File: config.mk
export PLATFORM = sky130hd
export DESIGN_NAME = uart_imem_loader
export DESIGN_NICKNAME = d
export VERILOG_FILES = /design/src/rtl/cpu_pkg.sv /design/src/rtl/uart_rx_byte.sv /design/src/rtl/uart_imem_loader.sv
export SDC_FILE = /design/constraint.sdc
export NUM_CORES = 1
export LEC_CHECK = 0
export ABC_AREA = 0
export CAP_MARGIN = 30
export CORE_UTILIZATION = 56
export CTS_BUF_LIST = sky130_fd_sc_hd__clkbuf_4
export DETAILED_ROUTE_END_ITERATION = 8
export PLACE_DENSITY = 0.82
export SKIP_LAST_GASP = 1
export SLEW_MARGIN = 20
export SYNTH_ARGS = -nofsm -noshare
export SYNTH_HDL_FRONTEND = slang
export SYNTH_SLANG_ARGS = --single-unit
export TNS_END_PERCENT = 50
File: constraint.sdc
create_clock -name clk -period 3.9 [get_ports clk]
set_input_delay 0.78 -clock clk [delete_from_list [all_inputs] [get_ports clk]]
set_output_delay 0.78 -clock clk [all_outputs]
set_load 0.02 [all_outputs]
File: src/rtl/cpu_pkg.sv
// Shared encodings for the boot loader: loader and UART receiver states plus line constants.
package cpu_pkg;

    typedef enum logic [1:0] {
        S_LOAD  = 2'd0,
        S_WRITE = 2'd1,
        S_DONE  = 2'd2
    } loader_state_e;

    typedef enum logic [1:0] {
        R_IDLE  = 2'd0,
        R_START = 2'd1,
        R_DATA  = 2'd2,
        R_STOP  = 2'd3
    } rx_state_e;

    localparam logic     UART_IDLE      = 1'b1;
    localparam int       UART_DATA_BITS = 8;

endpackage

File: src/rtl/uart_rx_byte.sv
// 8N1 UART byte receiver: 2-flop synchroniser, start-bit glitch rejection, centre sampling,
// one-cycle byte_valid / framing_err pulses.
module uart_rx_byte
    import cpu_pkg::*;
#(
    parameter int CLKS_PER_BIT = 16
) (
    input  logic       clk_i,
    input  logic       rst_i,
    input  logic       rx_i,
    output logic [7:0] data_o,
    output logic       byte_valid_o,
    output logic       framing_err_o
);

    localparam int CNT_W = $clog2(CLKS_PER_BIT);
    localparam int HALF  = CLKS_PER_BIT / 2;

    logic             sync1_q;
    logic             sync2_q;
    logic             prev_q;
    rx_state_e        state_q;
    logic [CNT_W-1:0] cnt_q;
    logic [2:0]       bit_cnt_q;
    logic [7:0]       shift_q;
    logic [7:0]       data_q;
    logic             byte_valid_q;
    logic             framing_err_q;

    // Synchroniser, bit timer and frame sequencing; a frame only starts on a high-to-low edge.
    always_ff @(posedge clk_i or posedge rst_i) begin
        if (rst_i) begin
            sync1_q       <= UART_IDLE;
            sync2_q       <= UART_IDLE;
            prev_q        <= UART_IDLE;
            state_q       <= R_IDLE;
            cnt_q         <= '0;
            bit_cnt_q     <= 3'd0;
            shift_q       <= 8'd0;
            data_q        <= 8'd0;
            byte_valid_q  <= 1'b0;
            framing_err_q <= 1'b0;
        end else begin
            sync1_q       <= rx_i;
            sync2_q       <= sync1_q;
            prev_q        <= sync2_q;
            byte_valid_q  <= 1'b0;
            framing_err_q <= 1'b0;
            case (state_q)
                R_IDLE: begin
                    cnt_q <= '0;
                    if (prev_q == UART_IDLE && sync2_q != UART_IDLE) begin
                        state_q <= R_START;
                    end
                end
                R_START: begin
                    if (cnt_q == CNT_W'(HALF - 1)) begin
                        cnt_q <= '0;
                        if (sync2_q == UART_IDLE) begin
                            state_q <= R_IDLE;
                        end else begin
                            state_q   <= R_DATA;
                            bit_cnt_q <= 3'd0;
                        end
                    end else begin
                        cnt_q <= cnt_q + CNT_W'(1);
                    end
                end
                R_DATA: begin
                    if (cnt_q == CNT_W'(CLKS_PER_BIT - 1)) begin
                        cnt_q   <= '0;
                        shift_q <= {sync2_q, shift_q[7:1]};
                        if (bit_cnt_q == 3'(UART_DATA_BITS - 1)) begin
                            state_q <= R_STOP;
                        end else begin
                            bit_cnt_q <= bit_cnt_q + 3'd1;
                        end
                    end else begin
                        cnt_q <= cnt_q + CNT_W'(1);
                    end
                end
                R_STOP: begin
                    if (cnt_q == CNT_W'(CLKS_PER_BIT - 1)) begin
                        cnt_q   <= '0;
                        state_q <= R_IDLE;
                        if (sync2_q == UART_IDLE) begin
                            data_q       <= shift_q;
                            byte_valid_q <= 1'b1;
                        end else begin
                            framing_err_q <= 1'b1;
                        end
                    end else begin
                        cnt_q <= cnt_q + CNT_W'(1);
                    end
                end
                default: state_q <= R_IDLE;
            endcase
        end
    end

    assign data_o        = data_q;
    assign byte_valid_o  = byte_valid_q;
    assign framing_err_o = framing_err_q;

endmodule

File: src/rtl/uart_imem_loader.sv
// Boot loader: packs UART bytes little-endian into words, writes CELL_NUMBERS words to
// instruction memory, then releases the CPU from reset.
module uart_imem_loader
    import cpu_pkg::*;
#(
    parameter int CLKS_PER_BIT = 16,
    parameter int CELL_NUMBERS = 64
) (
    input  logic        clk,
    input  logic        rst,
    input  logic        uart_rx,
    output logic        mem_we,
    output logic [31:0] mem_addr,
    output logic [31:0] mem_wdata,
    output logic        load_done,
    output logic        cpu_hold,
    output logic        framing_err
);

    localparam int          IDX_RAW = $clog2(CELL_NUMBERS + 1);
    localparam int          IDX_W   = (IDX_RAW < 1) ? 1 : IDX_RAW;
    localparam logic [31:0] CELLS   = 32'(CELL_NUMBERS);

    logic [7:0]       rx_data_s;
    logic             byte_valid_s;
    logic             framing_err_s;
    logic [31:0]      idx_ext_s;

    loader_state_e    state_q;
    logic [1:0]       lane_q;
    logic [31:0]      word_q;
    logic [IDX_W-1:0] word_idx_q;
    logic             mem_we_q;
    logic [31:0]      mem_addr_q;
    logic [31:0]      mem_wdata_q;
    logic             load_done_q;

    uart_rx_byte #(
        .CLKS_PER_BIT(CLKS_PER_BIT)
    ) u_rx (
        .clk_i        (clk),
        .rst_i        (rst),
        .rx_i         (uart_rx),
        .data_o       (rx_data_s),
        .byte_valid_o (byte_valid_s),
        .framing_err_o(framing_err_s)
    );

    assign idx_ext_s = 32'(word_idx_q);

    // Loader FSM; the 4th byte registers the write so mem_we appears the following cycle.
    always_ff @(posedge clk or posedge rst) begin
        if (rst) begin
            state_q     <= S_LOAD;
            lane_q      <= 2'd0;
            word_q      <= 32'd0;
            word_idx_q  <= '0;
            mem_we_q    <= 1'b0;
            mem_addr_q  <= 32'd0;
            mem_wdata_q <= 32'd0;
            load_done_q <= 1'b0;
        end else begin
            case (state_q)
                S_LOAD: begin
                    if (CELLS == 32'd0) begin
                        state_q     <= S_DONE;
                        load_done_q <= 1'b1;
                    end else if (byte_valid_s) begin
                        word_q[8*lane_q +: 8] <= rx_data_s;
                        if (lane_q == 2'd3) begin
                            lane_q      <= 2'd0;
                            state_q     <= S_WRITE;
                            mem_we_q    <= 1'b1;
                            mem_addr_q  <= {idx_ext_s[29:0], 2'b00};
                            mem_wdata_q <= {rx_data_s, word_q[23:0]};
                        end else begin
                            lane_q <= lane_q + 2'd1;
                        end
                    end else begin
                        lane_q <= lane_q;
                    end
                end
                S_WRITE: begin
                    mem_we_q   <= 1'b0;
                    word_idx_q <= word_idx_q + IDX_W'(1);
                    if (byte_valid_s) begin
                        word_q[7:0] <= rx_data_s;
                        lane_q      <= 2'd1;
                    end else begin
                        lane_q <= 2'd0;
                    end
                    if (idx_ext_s + 32'd1 == CELLS) begin
                        state_q     <= S_DONE;
                        load_done_q <= 1'b1;
                    end else begin
                        state_q <= S_LOAD;
                    end
                end
                S_DONE: begin
                    mem_we_q    <= 1'b0;
                    load_done_q <= 1'b1;
                end
                default: state_q <= S_LOAD;
            endcase
        end
    end

    assign mem_we      = mem_we_q;
    assign mem_addr    = mem_addr_q;
    assign mem_wdata   = mem_wdata_q;
    assign load_done   = load_done_q;
    assign cpu_hold    = ~load_done_q;
    assign framing_err = framing_err_s;

endmodule

After elaboration in Yosys (flattened, before gate mapping)
Index checks and enable logic that the tools add are counted.
{"block": "totals", "ff_bits": 114, "input_bits": 3}
{"block": "op_classes", "addsub": 6, "mux": 38, "n_reduce_logical": 20, "n_shift": 2, "eq_ne": 21, "bitwise_logic": 3}
{"operator": "negation 5 -> 34 bit", "n": 1}
{"operator": "variable shift 8 x 34 -> 32 bit (first input constant)", "n": 1}
{"operator": "variable part select 8 x 34 -> 32 bit", "n": 1}
{"operator": "bitwise mux 32 bit", "n": 1}
{"operator": "2-to-1 mux 2 bit", "n": 11}
{"operator": "2-to-1 mux 8 bit", "n": 2}
{"operator": "one-hot mux 8 bit (2 select lines)", "n": 1}
{"operator": "AND reduction 3 bit", "n": 5}
{"operator": "inequality test 2 x 1 -> 1 bit (second input constant)", "n": 7}
{"operator": "2-to-1 mux 3 bit", "n": 4}
{"operator": "one-hot mux 4 bit (3 select lines)", "n": 1}
{"operator": "2-to-1 mux 1 bit", "n": 10}
{"operator": "AND reduction 5 bit", "n": 2}
{"operator": "adder 7 x 1 -> 8 bit (second input constant)", "n": 1}
{"operator": "== test 2 bit (second input constant)", "n": 4}
{"operator": "== test 8 x 7 -> 1 bit (second input constant)", "n": 1}
{"operator": "2-to-1 mux 4 bit", "n": 2}
{"operator": "inequality test 2 bit (second input constant)", "n": 4}
{"operator": "one-hot mux 2 bit (4 select lines)", "n": 1}
{"operator": "AND reduction 2 bit", "n": 4}
{"operator": "nonzero test 2 bit", "n": 4}
{"operator": "adder 7 x 1 -> 7 bit (second input constant)", "n": 1}
{"operator": "one-hot mux 2 bit (3 select lines)", "n": 1}
{"operator": "one-hot mux 3 bit (2 select lines)", "n": 1}
{"operator": "13 further kinds", "n": 19}

Longest topological paths before layout
Gate-level depths: netlist of run 1.
{"block": "logic_depth", "ltp_word": 5, "ltp_mapped": 7}

Hierarchy
Synthesis of run 1 repeated with hierarchy kept, for this count alone.
{"block": "unflattened", "cells_unflattened": 324, "hier_area_um2": 4536.9}
{"module": "uart_imem_loader", "area_per_inst_um2": 3325.7, "seq_area_each_um2": 1901.8, "n_inst": 1, "cells_per_inst": 242}
{"module": "uart_rx_byte", "area_per_inst_um2": 1211.2, "seq_area_each_um2": 754.5, "n_inst": 1, "cells_per_inst": 82}

Worst setup path before layout of run 1
No wires, ideal clock.
{"block": "synth_path", "path_type": "reg-to-reg", "from": "register lane_q[0]", "to": "register word_q[0]", "n_path_buf": 0, "setup_ns": 0.066, "slack_ns": 2.215, "period_less_slack_ns": 1.685, "t_arrival_ns": 1.620, "stages_incl_launch_ff": 7, "required_ns": 3.834, "cell_sequence": "dfrtp_1 > inv_1 > ha_1 > inv_1 > nand4_1 > a21oi_4 > a22o_1"}
{"block": "synth_via", "elab_chain_len": 5}
{"item": "start, declared", "line_no": "uart_imem_loader.sv:30", "text": "logic [1:0] lane_q;"}
{"item": "start signal, assigned", "line_no": "uart_imem_loader.sv:77", "text": "lane_q <= lane_q + 2'd1;"}
{"item": "start signal, assigned", "line_no": "uart_imem_loader.sv:80", "text": "lane_q <= lane_q;"}
{"item": "negation 5 -> 34 bit *", "line_no": "uart_imem_loader.sv:69", "text": "word_q[8*lane_q +: 8] <= rx_data_s;"}
{"item": "variable part select 8 x 34 -> 32 bit / variable shift 8 x 34 -> 32 bit (equally long branches)", "line_no": "uart_imem_loader.sv:69"}
{"item": "bitwise mux 32 bit *", "line_no": "uart_imem_loader.sv:69"}
{"item": "2-to-1 mux 8 bit *", "line_no": "uart_imem_loader.sv:68", "text": "end else if (byte_valid_s) begin"}
{"item": "one-hot mux 8 bit (2 select lines) *", "line_no": "uart_imem_loader.sv:63", "text": "case (state_q)"}
{"item": "end signal, assigned by index", "line_no": "uart_imem_loader.sv:69"}
{"item": "end signal, assigned", "line_no": "uart_imem_loader.sv:87", "text": "word_q[7:0] <= rx_data_s;"}
{"item": "end, declared", "line_no": "uart_imem_loader.sv:31", "text": "logic [31:0] word_q;"}
Mark *: on every way between the ends. The rest lies on a longest branch, timed or not. The select of a mux whose other input is x is not followed.
A chain may end at the register's enable or synchronous reset.

Final worst setup path of run 1
{"block": "layout_path", "from": "register load_done_q (netlist: load_done)", "to": "output port cpu_hold"}
{"block": "layout_via", "elab_chain_len": 1}
{"item": "start, declared", "line_no": "uart_imem_loader.sv:36", "text": "logic load_done_q;"}
{"item": "start signal, assigned", "line_no": "uart_imem_loader.sv:61", "text": "load_done_q <= 1'b0;"}
{"item": "start signal, assigned", "line_no": "uart_imem_loader.sv:67", "text": "load_done_q <= 1'b1;"}
{"item": "start signal, assigned", "line_no": "uart_imem_loader.sv:94", "text": "load_done_q <= 1'b1;"}
{"item": "NOT 1 bit", "line_no": "uart_imem_loader.sv:112", "text": "assign cpu_hold = ~load_done_q;"}
{"item": "end, declared", "line_no": "uart_imem_loader.sv:16", "text": "output logic cpu_hold,"}
No other way between the ends.

==> metrics.csv, run 1 <==
metric,value,unit
status,"finished, final reports clean",
routability cong.,0.8542,
Mapped Avg Cell Area,13.66,um^2
first-pass iteration count of the detailed router,4,
pre-CTS setup slack,1.680,ns
Synth Area in XOR/XNOR,1.697,%
die height,93.08,um
final instance area,0.005298,mm^2
Final min period,2.303,ns
peak supply drop,0.3298,mV
number of synthesized register bits,106,
leakage,2.583,nW
vias in the first global route,2666,
Layout Utilization,67.16,%
Filler Cells Inserted,596,
pin count of the biggest net entering global routing,58,
post-route ant nets,0,
Max-slew headroom,64.46,%
gr ovfl total,0,
nets@finish,409,
max-slew violation count,0,
post-detail-place hpwl,5826,um
largest delay contributor family on the critical path,buffers and inverters,
Resize count post-CTS,0,
gr usage total,20.05,%
CP Class,flop to output port,
CTS hold repair buffers,0,
Fin. Hold Viols,0,
CTS tree,yes,
Ys Warns,0,
Slew @ Worst Pin,0.5324,ns
"Data arrival, critical path",1.52,ns
Top-Level Pins,71,
setup ws final,1.597,ns
FP Rows,32,
Post-Synthesis Cells,340,
area delta synth->final,14.03,%
CP max FO,3,
Clock Latency Late Sink,0.44,ns
cell breakdown of the critical path,"inv_1, clkdlybuf4s50_1",
Clock Skew,0.01720,ns
most frequent cells in the layout,"dfrtp_1 (103), mux2_2 (53), clkdlybuf4s50_1 (45), a22o_1 (25), conb_1 (25)",
post-synthesis mux area share,14.11,%
setup TNS,0,ns
core area,0.007888,mm^2
Clock transition at path regs,0.16,ns
pwr dens,368.1,mW/mm^2
fmax,0.4342,GHz
Synth Flop Type,dfrtp_1,
RSZ-0062 raised after global routing,no,
"commonest non-fill, non-tap cell in the layout",dfrtp_1,
clk buf depth,2,
dpl cells,480,
Compound-Gate Fraction of Synth Area,8.807,%
Yosys cell types,49,
clk sink count,106,
"Seq/Total Area, Yosys",57.18,%
final cycle utilization of the critical path,59.05,%
Die X,93.08,um
fraction of layout cells with a size suffix above 1,22.84,%
DR iter-0 viols,110,
asr flop ratio synth,100.0,%
Synth Area in Simple Gates,7.299,%
Post-synth EDFFs,0,
"slowest stage delay, CP",0.59,ns
WL/cell,16.09,um
DIE AREA,0.008664,mm^2
drt via density,5.454,
n_diodes,0,
post-CTS setup buffer count,0,
DRC,0,
Fin Hold WS,0.3672,ns
first-pass GRT wire length,13390,um
cts bufs inserted,9,
crit path max-delay cell type,clkdlybuf4s50_1,
Placed Area,0.005146,mm^2
post-synthesis adder-cell area fraction,4.579,%
PortBufs,45,
non-filler instance count after layout,496,
H-tree depth,3,
drt total wl,7979,um
initial core utilization,58.90,%
initial antenna violation count,0,
CP startpoint kind,flop,
max cap viols,0,
final setup fails,0,
Hold/Removal Path Class,flop to flop,
Crit. End Element,output port,
WP buf/inv,2,
main combinational cell family by area after synthesis,multiplexers,
root buf cell,clkbuf_4,
Final Total Pwr,1.950,mW
critical path data required time,3.12,ns
vias after detailed routing,2705,
synthesized area,0.004646,mm^2
-- state kept, by name, summed over array words and instances, names as in the netlist, named ones only --
| register | cells |
|---|---|
| u_rx.cnt_q | 4 |
| word_idx_q | 7 |
| mem_we | 1 |
| u_rx.prev_q | 1 |
| u_rx.shift_q | 8 |
| u_rx.bit_cnt_q | 3 |
| u_rx.byte_valid_o | 1 |
| u_rx.data_o | 8 |
| word_q | 24 |
| mem_wdata | 32 |
| state_q | 2 |
| u_rx.sync2_q | 1 |
| mem_addr | 7 |
| u_rx.sync1_q | 1 |
| lane_q | 2 |
| load_done | 1 |
| u_rx.state_q | 1 |
| u_rx.framing_err_o | 1 |
-- worst register-to-register path, stage by stage (launching register included) --
cell and delay [ns]:
dfrtp_1 0.42, inv_1 0.12, ha_1 0.43, nand3_2 0.50, buf_16 0.36, mux2_1 0.33
-- layout make-up --
cell class / count / area [um^2] / share of cell area, %
well taps: 102 / 127.6 / 2.409
clock buffers: 9 / 67.56 / 1.275
clock inverters: 7 / 83.83 / 1.582
inverters: 14 / 55.05 / 1.039
repair buffers: 48 / 513.0 / 9.684
multi-input cells: 210 / 1794 / 33.87
flip-flops and latches: 106 / 2656 / 50.14
-- cells by family after synthesis --
family	after synthesis
compound gates	49
xor+xnor	9
buf+inv	48
mux	58
fa+ha+maj	17
simple gates	52
other cells	1
flops	106
-- synthesized netlist by cell type (2+ instances only) --
cell type	count	share of area [%]
a22o_1	25	4.7
buf_4	27	4.4
nand2_2	2	0.27
ha_1	17	4.6
nand3_1	8	0.86
dfrtp_1	103	55
xnor2_1	7	1.3
xor2_1	2	0.38
nand3_2	2	0.43
buf_2	7	0.75
mux2_1	3	0.73
nor4_4	2	0.92
nor2_1	5	0.40
a211oi_1	2	0.32
o21ai_0	5	0.54
and3_1	3	0.40
a21oi_1	3	0.32
o211ai_1	2	0.32
nand2_1	10	0.81
nor3_1	4	0.43
nand2b_1	3	0.40
inv_1	14	1.1
nand4_1	3	0.40
dfstp_2	3	1.7
mux2_2	53	13
nand4b_1	2	0.38
-- power by group --
group	leakage, nW	switching (mW)	total, mW	internal (mW)
combinational	1.04	0.157	0.240	0.0833
clock	0.0790	0.362	0.569	0.207
sequential	1.47	0.0185	1.14	1.12
total	2.58	0.537	1.95	1.41
-- routing by layer --
metal	up-vias	track usage [%]	part of all wire (%)
met5	-	0	0
met3	12	2.764	2.3
met4	0	6.923	1.4
met1	1370	27.04	46
met2	52	33.46	51
li1	1271	-	-
-- path summary, 6_finish.rpt --
check / to / cells after the start / slack [ns] / startpoint
min in group asynchronous: mem_addr[5] / 2 / 0.66 / rst
hold / removal: u_rx.sync2_q / 0 / 0.37 / u_rx.sync1_q
setup reg to reg: mem_wdata[0] / 5 / 1.65 / state_q[0]
hold reg to reg: u_rx.sync2_q / 0 / 0.37 / u_rx.sync1_q
setup / recovery: cpu_hold / 2 / 1.60 / load_done
max in group asynchronous: word_q[15] / 4 / 2.30 / rst
Note: power is estimated with default switching activity, not from simulation.
==> inputs of run 2 (changes only) <==
- clock period: 3.9 -> 2.4 ns (I/O delays scaled with it)
==> run 2 against run 1 <==
Largest power group unchanged. Clock power increased by 74%. Largest cell class unchanged. Via count increased by 2.3%. Sequential cell count unchanged. Clock skew increased by 0.0039 ns. Worst hold slack lost 0.00089 ns. Combinational power increased by 62%. Critical path depth unchanged. Power grew 66%.
==> metrics.csv, run 2 (synthesis gave the netlist of run 1 again) <==
metric,value,unit
cell breakdown of the critical path,"inv_1, clkdlybuf4s50_1",
CP max FO,3,
WL/cell,15.18,um
Final min period,1.971,ns
pre-CTS setup slack,0.4882,ns
vias in the first global route,2607,
drt via density,5.567,
CTS tree,yes,
Worst R2R Path Depth,6,
DIE AREA,0.008664,mm^2
root buf cell,clkbuf_4,
drt total wl,7543,um
number of flip-flops in the largest register,32,
Clock transition at path regs,0.14,ns
FP Rows,32,
Top-Level Pins,71,
n_diodes,0,
Final Total Pwr,3.231,mW
non-filler instance count after layout,497,
clk buf depth,2,
Hold/Removal Path Class,flop to flop,
clk sink count,106,
first-pass GRT wire length,12920,um
final setup fails,0,
vias after detailed routing,2767,
pin count of the biggest net entering global routing,71,
Fin. Hold Viols,0,
RSZ-0062 raised after global routing,no,
nets@finish,410,
Reg area,0.002656,mm^2
Multi-input gate area,0.001794,mm^2
critical path data required time,1.92,ns
CP startpoint kind,flop,
setup ws final,0.4290,ns
post-detail-place hpwl,5427,um
CP Class,flop to output port,
peak supply drop,0.6663,mV
first-pass iteration count of the detailed router,4,
gr ovfl total,0,
post-route ant nets,0,
DR iter-0 viols,177,
Fin Hold WS,0.3663,ns
setup TNS,0,ns
CTS hold repair buffers,0,
post-CTS setup buffer count,0,
initial antenna violation count,0,
Die X,93.08,um
crit path max-delay cell type,clkdlybuf4s50_1,
"slowest stage delay, CP",0.59,ns
"Data arrival, critical path",1.49,ns
DRC,0,
max cap viols,0,
dpl cells,481,
PortBufs,45,
cts bufs inserted,9,
max-slew violation count,0,
routability cong.,0.8035,
area delta synth->final,14.22,%
Crit. End Element,output port,
fraction of layout cells with a size suffix above 1,23.04,%
hold depth,0,
most frequent cells in the layout,"dfrtp_1 (103), mux2_2 (53), clkdlybuf4s50_1 (45), a22o_1 (25), conb_1 (25)",
Resize count post-CTS,0,
Clock Skew,0.02112,ns
"commonest non-fill, non-tap cell in the layout",dfrtp_1,
fmax,0.5074,GHz
final cycle utilization of the critical path,82.12,%
status,"finished, final reports clean",
core area,0.007888,mm^2
leakage,2.583,nW
initial core utilization,58.90,%
gr usage total,19.31,%
die height,93.08,um
Clock Latency Late Sink,0.44,ns
Filler Cells Inserted,574,
pwr dens,609.0,mW/mm^2
H-tree depth,3,
run 2: final cells by class:
| cell class | count | area share [%] |
|---|---|---|
| inverter | 14 | 1.061 |
| tap | 102 | 2.405 |
| sequential | 106 | 50.06 |
| clock buffer | 12 | 1.698 |
| timing repair buffer | 49 | 9.526 |
| multi-input combinational | 210 | 33.81 |
| clock inverter | 4 | 1.438 |
run 2: metrics by stage:
step / cell area, um^2 / util (%)
after detailed placement: 5140 / 65.16
after CTS: 5306 / 67.27
after global routing: 5306 / 67.27
after floorplan: 4740 / -
after global placement: 5140 / 65.16
final: 5306 / 67.27
run 2: report_power, final:
group	switching, mW	internal (mW)
clock	0.529	0.461
sequential	0.0288	1.82
combinational	0.253	0.136
run 2: critical path, delay by kind of cell (launching register included):
family	cells	cell delay (ns)
buf+inv	2	0.65
flops	1	0.42
run 2: routing by layer:
layer	share of wire, %	global-route usage (%)
met1	47	27.91
met2	48	29.47
met3	4.1	5.447
met4	0.70	3.846
met5	0	0
run 2: path summary, 6_finish.rpt:
kind | slack [ns] | end | start
setup / recovery | 0.43 | cpu_hold | load_done
max in group asynchronous | 1.56 | u_rx.sync1_q | rst
hold reg to reg | 0.37 | u_rx.sync2_q | u_rx.sync1_q
setup reg to reg | 0.43 | word_q[3] | lane_q[0]
min in group asynchronous | 0.44 | mem_wdata[11] | rst
hold / removal | 0.37 | u_rx.sync2_q | u_rx.sync1_q
==> inputs of run 3 (changes only) <==
- CORE_UTILIZATION: 56 -> 50
- PLACE_DENSITY: 0.82 -> 0.78
- clock period: 2.4 -> 1.7 ns (I/O delays scaled with it)
==> run 3 against run 2 <==
The run now ends with DRC left. Via count grew 0.11%. Die area grew 12%. Power grew 41%. Worst setup slack lost 0.40 ns. Worst hold slack lost 0.087 ns. Final area grew 3.2%. Register-to-register slack lost 0.40 ns. Largest cell class unchanged. Highest routed layer unchanged.
==> metrics.csv, run 3 (synthesis gave the netlist of run 1 again) <==
metric,value,unit
status,"finished, violations left",
failing checks,DRC,
WP buf/inv,1,
CP max FO,4,
Filler Cells Inserted,715,
final setup fails,0,
largest delay contributor family on the critical path,compound AO/OA/AOI/OAI gates,
pin count of the biggest net entering global routing,75,
n_diodes,0,
Multi-input gate area,0.001804,mm^2
vias after detailed routing,2770,
gr usage total,17.67,%
core area,0.008848,mm^2
first-pass GRT wire length,13460,um
Reg area,0.002658,mm^2
pwr dens,832.6,mW/mm^2
WL/cell,15.48,um
fmax,0.6001,GHz
"slowest stage delay, CP",0.43,ns
Clock Skew,0.02253,ns
post-route ant nets,0,
fraction of layout cells with a size suffix above 1,27.25,%
PortBufs,45,
RSZ-0062 raised after global routing,yes,
Fin. Hold Viols,0,
critical path data required time,2.11,ns
final instance area,0.005474,mm^2
Final min period,1.666,ns
first-pass iteration count of the detailed router,6,
initial antenna violation count,0,
clk buf depth,2,
"Data arrival, critical path",2.07,ns
nets@finish,426,
DIE AREA,0.009681,mm^2
DRC,8,
CP startpoint kind,flop,
FP Rows,34,
gr ovfl total,0,
vias in the first global route,2716,
initial core utilization,52.50,%
Die X,98.39,um
routing usage on met2,28.93,%
post-detail-place hpwl,5567,um
CP Class,flop to flop,
area delta synth->final,17.83,%
cts bufs inserted,9,
Fin Hold WS,0.2789,ns
final cycle utilization of the critical path,98.01,%
max cap viols,0,
drt via density,5.337,
GR peak layer,met2,
number of flip-flops in the largest register,32,
Hold/Removal Path Class,primary input to flop,
leakage,3.148,nW
CTS tree,yes,
CTS hold repair buffers,0,
DR iter-0 viols,119,
H-tree depth,3,
most frequent cells in the layout,"dfrtp_1 (102), mux2_2 (53), a22o_1 (25), conb_1 (25), dlygate4sd2_1 (22)",
"commonest non-fill, non-tap cell in the layout",dfrtp_1,
Clock transition at path regs,0.17,ns
Crit. End Element,flop,
M1 GR Usage,23.50,%
max-slew violation count,0,
Clock Latency Late Sink,0.46,ns
Placed Area,0.005265,mm^2
clk sink count,106,
Final Total Pwr,4.558,mW
cell breakdown of the critical path,"inv_1, ha_2, nand3_1, a41o_1, a311oi_2, mux2_2",
peak supply drop,0.8953,mV
drt total wl,8034,um
Top-Level Pins,71,
pre-CTS setup slack,0.02070,ns
crit path max-delay cell type,dfrtp_1,
die height,98.39,um
met3 usage,3.293,%
setup ws final,0.03375,ns
routability cong.,0.8002,
root buf cell,clkbuf_4,
## run 3: report_power, final
group          internal, mW  switching [mW]  total [mW]
registers              2.58          0.0397        2.62
logic                 0.221           0.372       0.592
clock network         0.480           0.870        1.35
## run 3: worst paths after layout
check                                  start           end  slack, ns  cells past startpoint
worst max register to register    state_q[1]    state_q[1]       0.03                      6
worst max-delay path              state_q[1]    state_q[1]       0.03                      6
worst min register to register  u_rx.sync1_q  u_rx.sync2_q       0.37                      0
min in group asynchronous                rst  mem_wdata[2]       0.32                      3
worst min-delay path                 uart_rx  u_rx.sync1_q       0.28                      1
max in group asynchronous                rst  u_rx.sync1_q       1.03                      3
## run 3: cell type report
class	instances	area share (%)
flip-flops and latches	106	48.55
clock inverters	7	1.577
well taps	108	2.469
inverters	14	1.029
multi-input cells	210	32.96
repair buffers	65	12.18
clock buffers	9	1.234
## run 3: metrics by stage
| step | instances | utilization, % | TNS [ns] |
|---|---|---|---|
| detailed placement | 501 | 59.50 | 0 |
| CTS | 517 | 60.93 | -1.983 |
| finish | 519 | 61.86 | 0 |
| global placement | 501 | 59.50 | 0 |
| global route | 519 | 61.86 | -0.04422 |
| floorplan | 364 | - | 0 |
## run 3: routing by layer
layer  part of all wire, %  vias up
met5                     0        -
met4                   1.5        0
met3                   3.8       12
met2                    48       63
met1                    46     1391
li1                      -     1304
## run 3: timing repair
item / CTS / global route
resized for setup: 22 / 27
endpoints found under the setup margin: 45 / 78
endpoints found under the hold margin: 0 / 0
pin swaps: 0 / 3
buffers inserted: 0 / 2
==> patch, RTL diff (flow settings as in run 2) <==
Re-encode `loader_state_e` (3 states) as one-hot, 3 bits wide.
--- a/src/rtl/cpu_pkg.sv
+++ b/src/rtl/cpu_pkg.sv
@@ -2,8 +2,8 @@
 package cpu_pkg;
 
-    typedef enum logic [1:0] {
-        S_LOAD  = 2'd0,
-        S_WRITE = 2'd1,
-        S_DONE  = 2'd2
+    typedef enum logic [2:0] {
+        S_LOAD  = 3'b001,
+        S_WRITE = 3'b010,
+        S_DONE  = 3'b100
     } loader_state_e;
 
Behaviour: no difference found for any inputs over 10 cycles, from zero or initial values and one cycle with rst high; not proved beyond that.
==> patch against run 2 <==
- sequential cell count rose by 1
- clock skew rose by 0.0021 ns
- setup slack got worse by 0.068 ns
- cell area fell by 0.64%
- sequential share of layout area rose by 0.82 points
- maximum frequency fell by 3.3%
- non-clock buffer count rose by 3
- total power fell by 1.6%
- first-iteration DRC count rose by 4.5%
- area after synthesis rose by 1.5%
- largest power group unchanged
- synthesized cell count rose by 31%
- routed wire length rose by 11%
==> patch: results (changes against run 2) <==
The later-pin clock latency in the skew report is 0.44 ns (about the same). The yosys synthesis warning count came out at 0 (unchanged). The wire length of the first global-routing pass is 14.5 mm (+12%). The number of input and output port buffers inserted came out at 45 (unchanged). The antenna diode instance count was 0 (unchanged). The post-synthesis compound-gate area fraction came out at 0.0724 (-0.0157).

The initial DRC count is 185 (+4.5%). The worst-margin pin slew is 0.675 ns. The total routing usage reported by global routing is 0.215 (+0.0221). The number of iterations in the first detailed-routing pass is 5 (+1). Sorting the synthesized cells by how often they occur yields dfrtp_1, nand2_1, o21ai_0. The HPWL after detailed placement is 6.02 mm (+11%). The mux share of post-synthesis cell area came to 0.0637 (-0.0775). The fraction of final layout cells with drive strength greater than 1 came out at 0.115 (-0.115). For this design, the slowest cell found on the critical path is dfrtp_1. The via count came out at 3,102 (+12%). The internal power summed over all cells came out at 2.33 mW (-3.8%).

The number of resized instances in the post-cts repair step came to 0 (unchanged). By area the synthesized netlist is led by dfrtp_1, nand2_1, mux2_2. The count of nets after finishing came out at 507 (+24%). The number of H-tree branching levels is 3 (unchanged). The maximum number of pins on one net before global-route repair is 49 (-31%). The stage delay of the slowest cell on the critical path is 0.55 ns (-0.04 ns). The last weighted congestion value of the routability-driven placer came to 0.794 (-1.2%). The number of unique standard cell types used by synthesis was 46 (-6.1%).

The flow ran to the end, and the final reports show no timing, DRC or antenna violations. The maximum buffer depth of the clock tree is 2 (unchanged). In this run the most critical hold path is launched from u_rx.sync1_q. The average wire length per cell after detail routing is 13.9 microns (-8.4%). The dominant delay contributor by cell family on the critical path is simple AND/OR/NAND/NOR gates. The worst-path maximum fanout was 9 (+6). The worst clock skew on the final layout is 0.0232 ns (+0.00211 ns).

The flip-flop count of the largest register after layout is 32 (unchanged). The static leakage power came out at 2.56 nW (-0.91%). The worst supply voltage drop on vdd is 0.472 mV (-29%).

The sequential area share after synthesis is 0.569 (-0.00307). The most critical setup path has its startpoint at lane_q[0]. The xor-xnor portion of the synthesized cell area is 0.0167 (-0.000257). The adder and majority cell fraction of the synthesized area came to 0.0345 (-0.0113). Clock-pin slew was measured on the worst setup and hold paths at 0.15 ns.
==> patch: cell count changes in the layout (fill, tap and decap cells not counted), moves of 3 or more <==
cell	before	now
inv_1	13	27
buf_4	2	7
nand3_1	7	19
mux2_1	3	0
o21ai_0	5	40
nor3_1	4	7
xnor2_1	7	4
a22o_1	25	0
mux2_2	53	24
ha_1	17	13
xor2_1	2	5
o21ai_1	0	7
nand2_1	10	97
==> patch: worst paths after layout <==
kind                                 end  depth (start not counted)  slack (ns)
setup / recovery              word_q[19]                          6        0.36
hold / removal              u_rx.sync2_q                          0        0.37
setup reg to reg              word_q[19]                          6        0.36
hold reg to reg             u_rx.sync2_q                          0        0.37
max in group asynchronous  mem_wdata[26]                          3        1.31
min in group asynchronous   mem_wdata[7]                          2        0.38
==> patch: kinds of logic (layout without fill, tap and decap cells) <==
family                     after synthesis  in the layout
and+or+nand+nor                        157            157
DFF                                    107            107
buffers and inverters                   71             97
AOI/OAI and AO/OA                       61             61
muxes                                   27             27
adders and majority gates               13             13
xor gates and xnor gates                 9              9
other                                    1             25
==> patch: layout make-up <==
cell class | count | area (sq um)
Fill cell | 637 | 2900
Sequential cell | 107 | 2680
Multi-Input combinational cell | 292 | 1700
Timing Repair Buffer | 52 | 503
Tap cell | 105 | 131
Inverter | 29 | 113
Clock buffer | 10 | 75.1
Clock inverter | 6 | 63.8
==> patch: through the flow <==
step	setup slack, ns	hold slack [ns]	cells	cell area [sq um]	utilization
floorplan	0.636	0.345	470	4810	-
global placement	0.584	0.347	585	5130	0.628
detailed placement	0.437	0.347	585	5130	0.628
CTS	0.385	0.368	601	5270	0.645
global route	0.185	0.380	601	5270	0.645
finish	0.361	0.367	601	5270	0.645
==> patch: per-layer routing <==
metal  part of all wire  global-route usage  wire length (microns)
met3              0.041              0.0259                    340
met1               0.44               0.280                   3650
met5                  0                   0                      0
met2               0.50               0.363                   4190
met4              0.021              0.0962                    178
==> patch: power by group through the flow <==
stage / Combinational, mW / Clock, mW / Sequential [mW]
2_1_floorplan: 0.367 / 0 / 1.91
3_3_place_gp: 0.385 / 0 / 1.92
3_5_place_dp: 0.398 / 0 / 1.92
4_1_cts: 0.402 / 0.925 / 1.89
5_1_grt: 0.461 / 0.990 / 1.89
6_report: 0.395 / 0.899 / 1.88
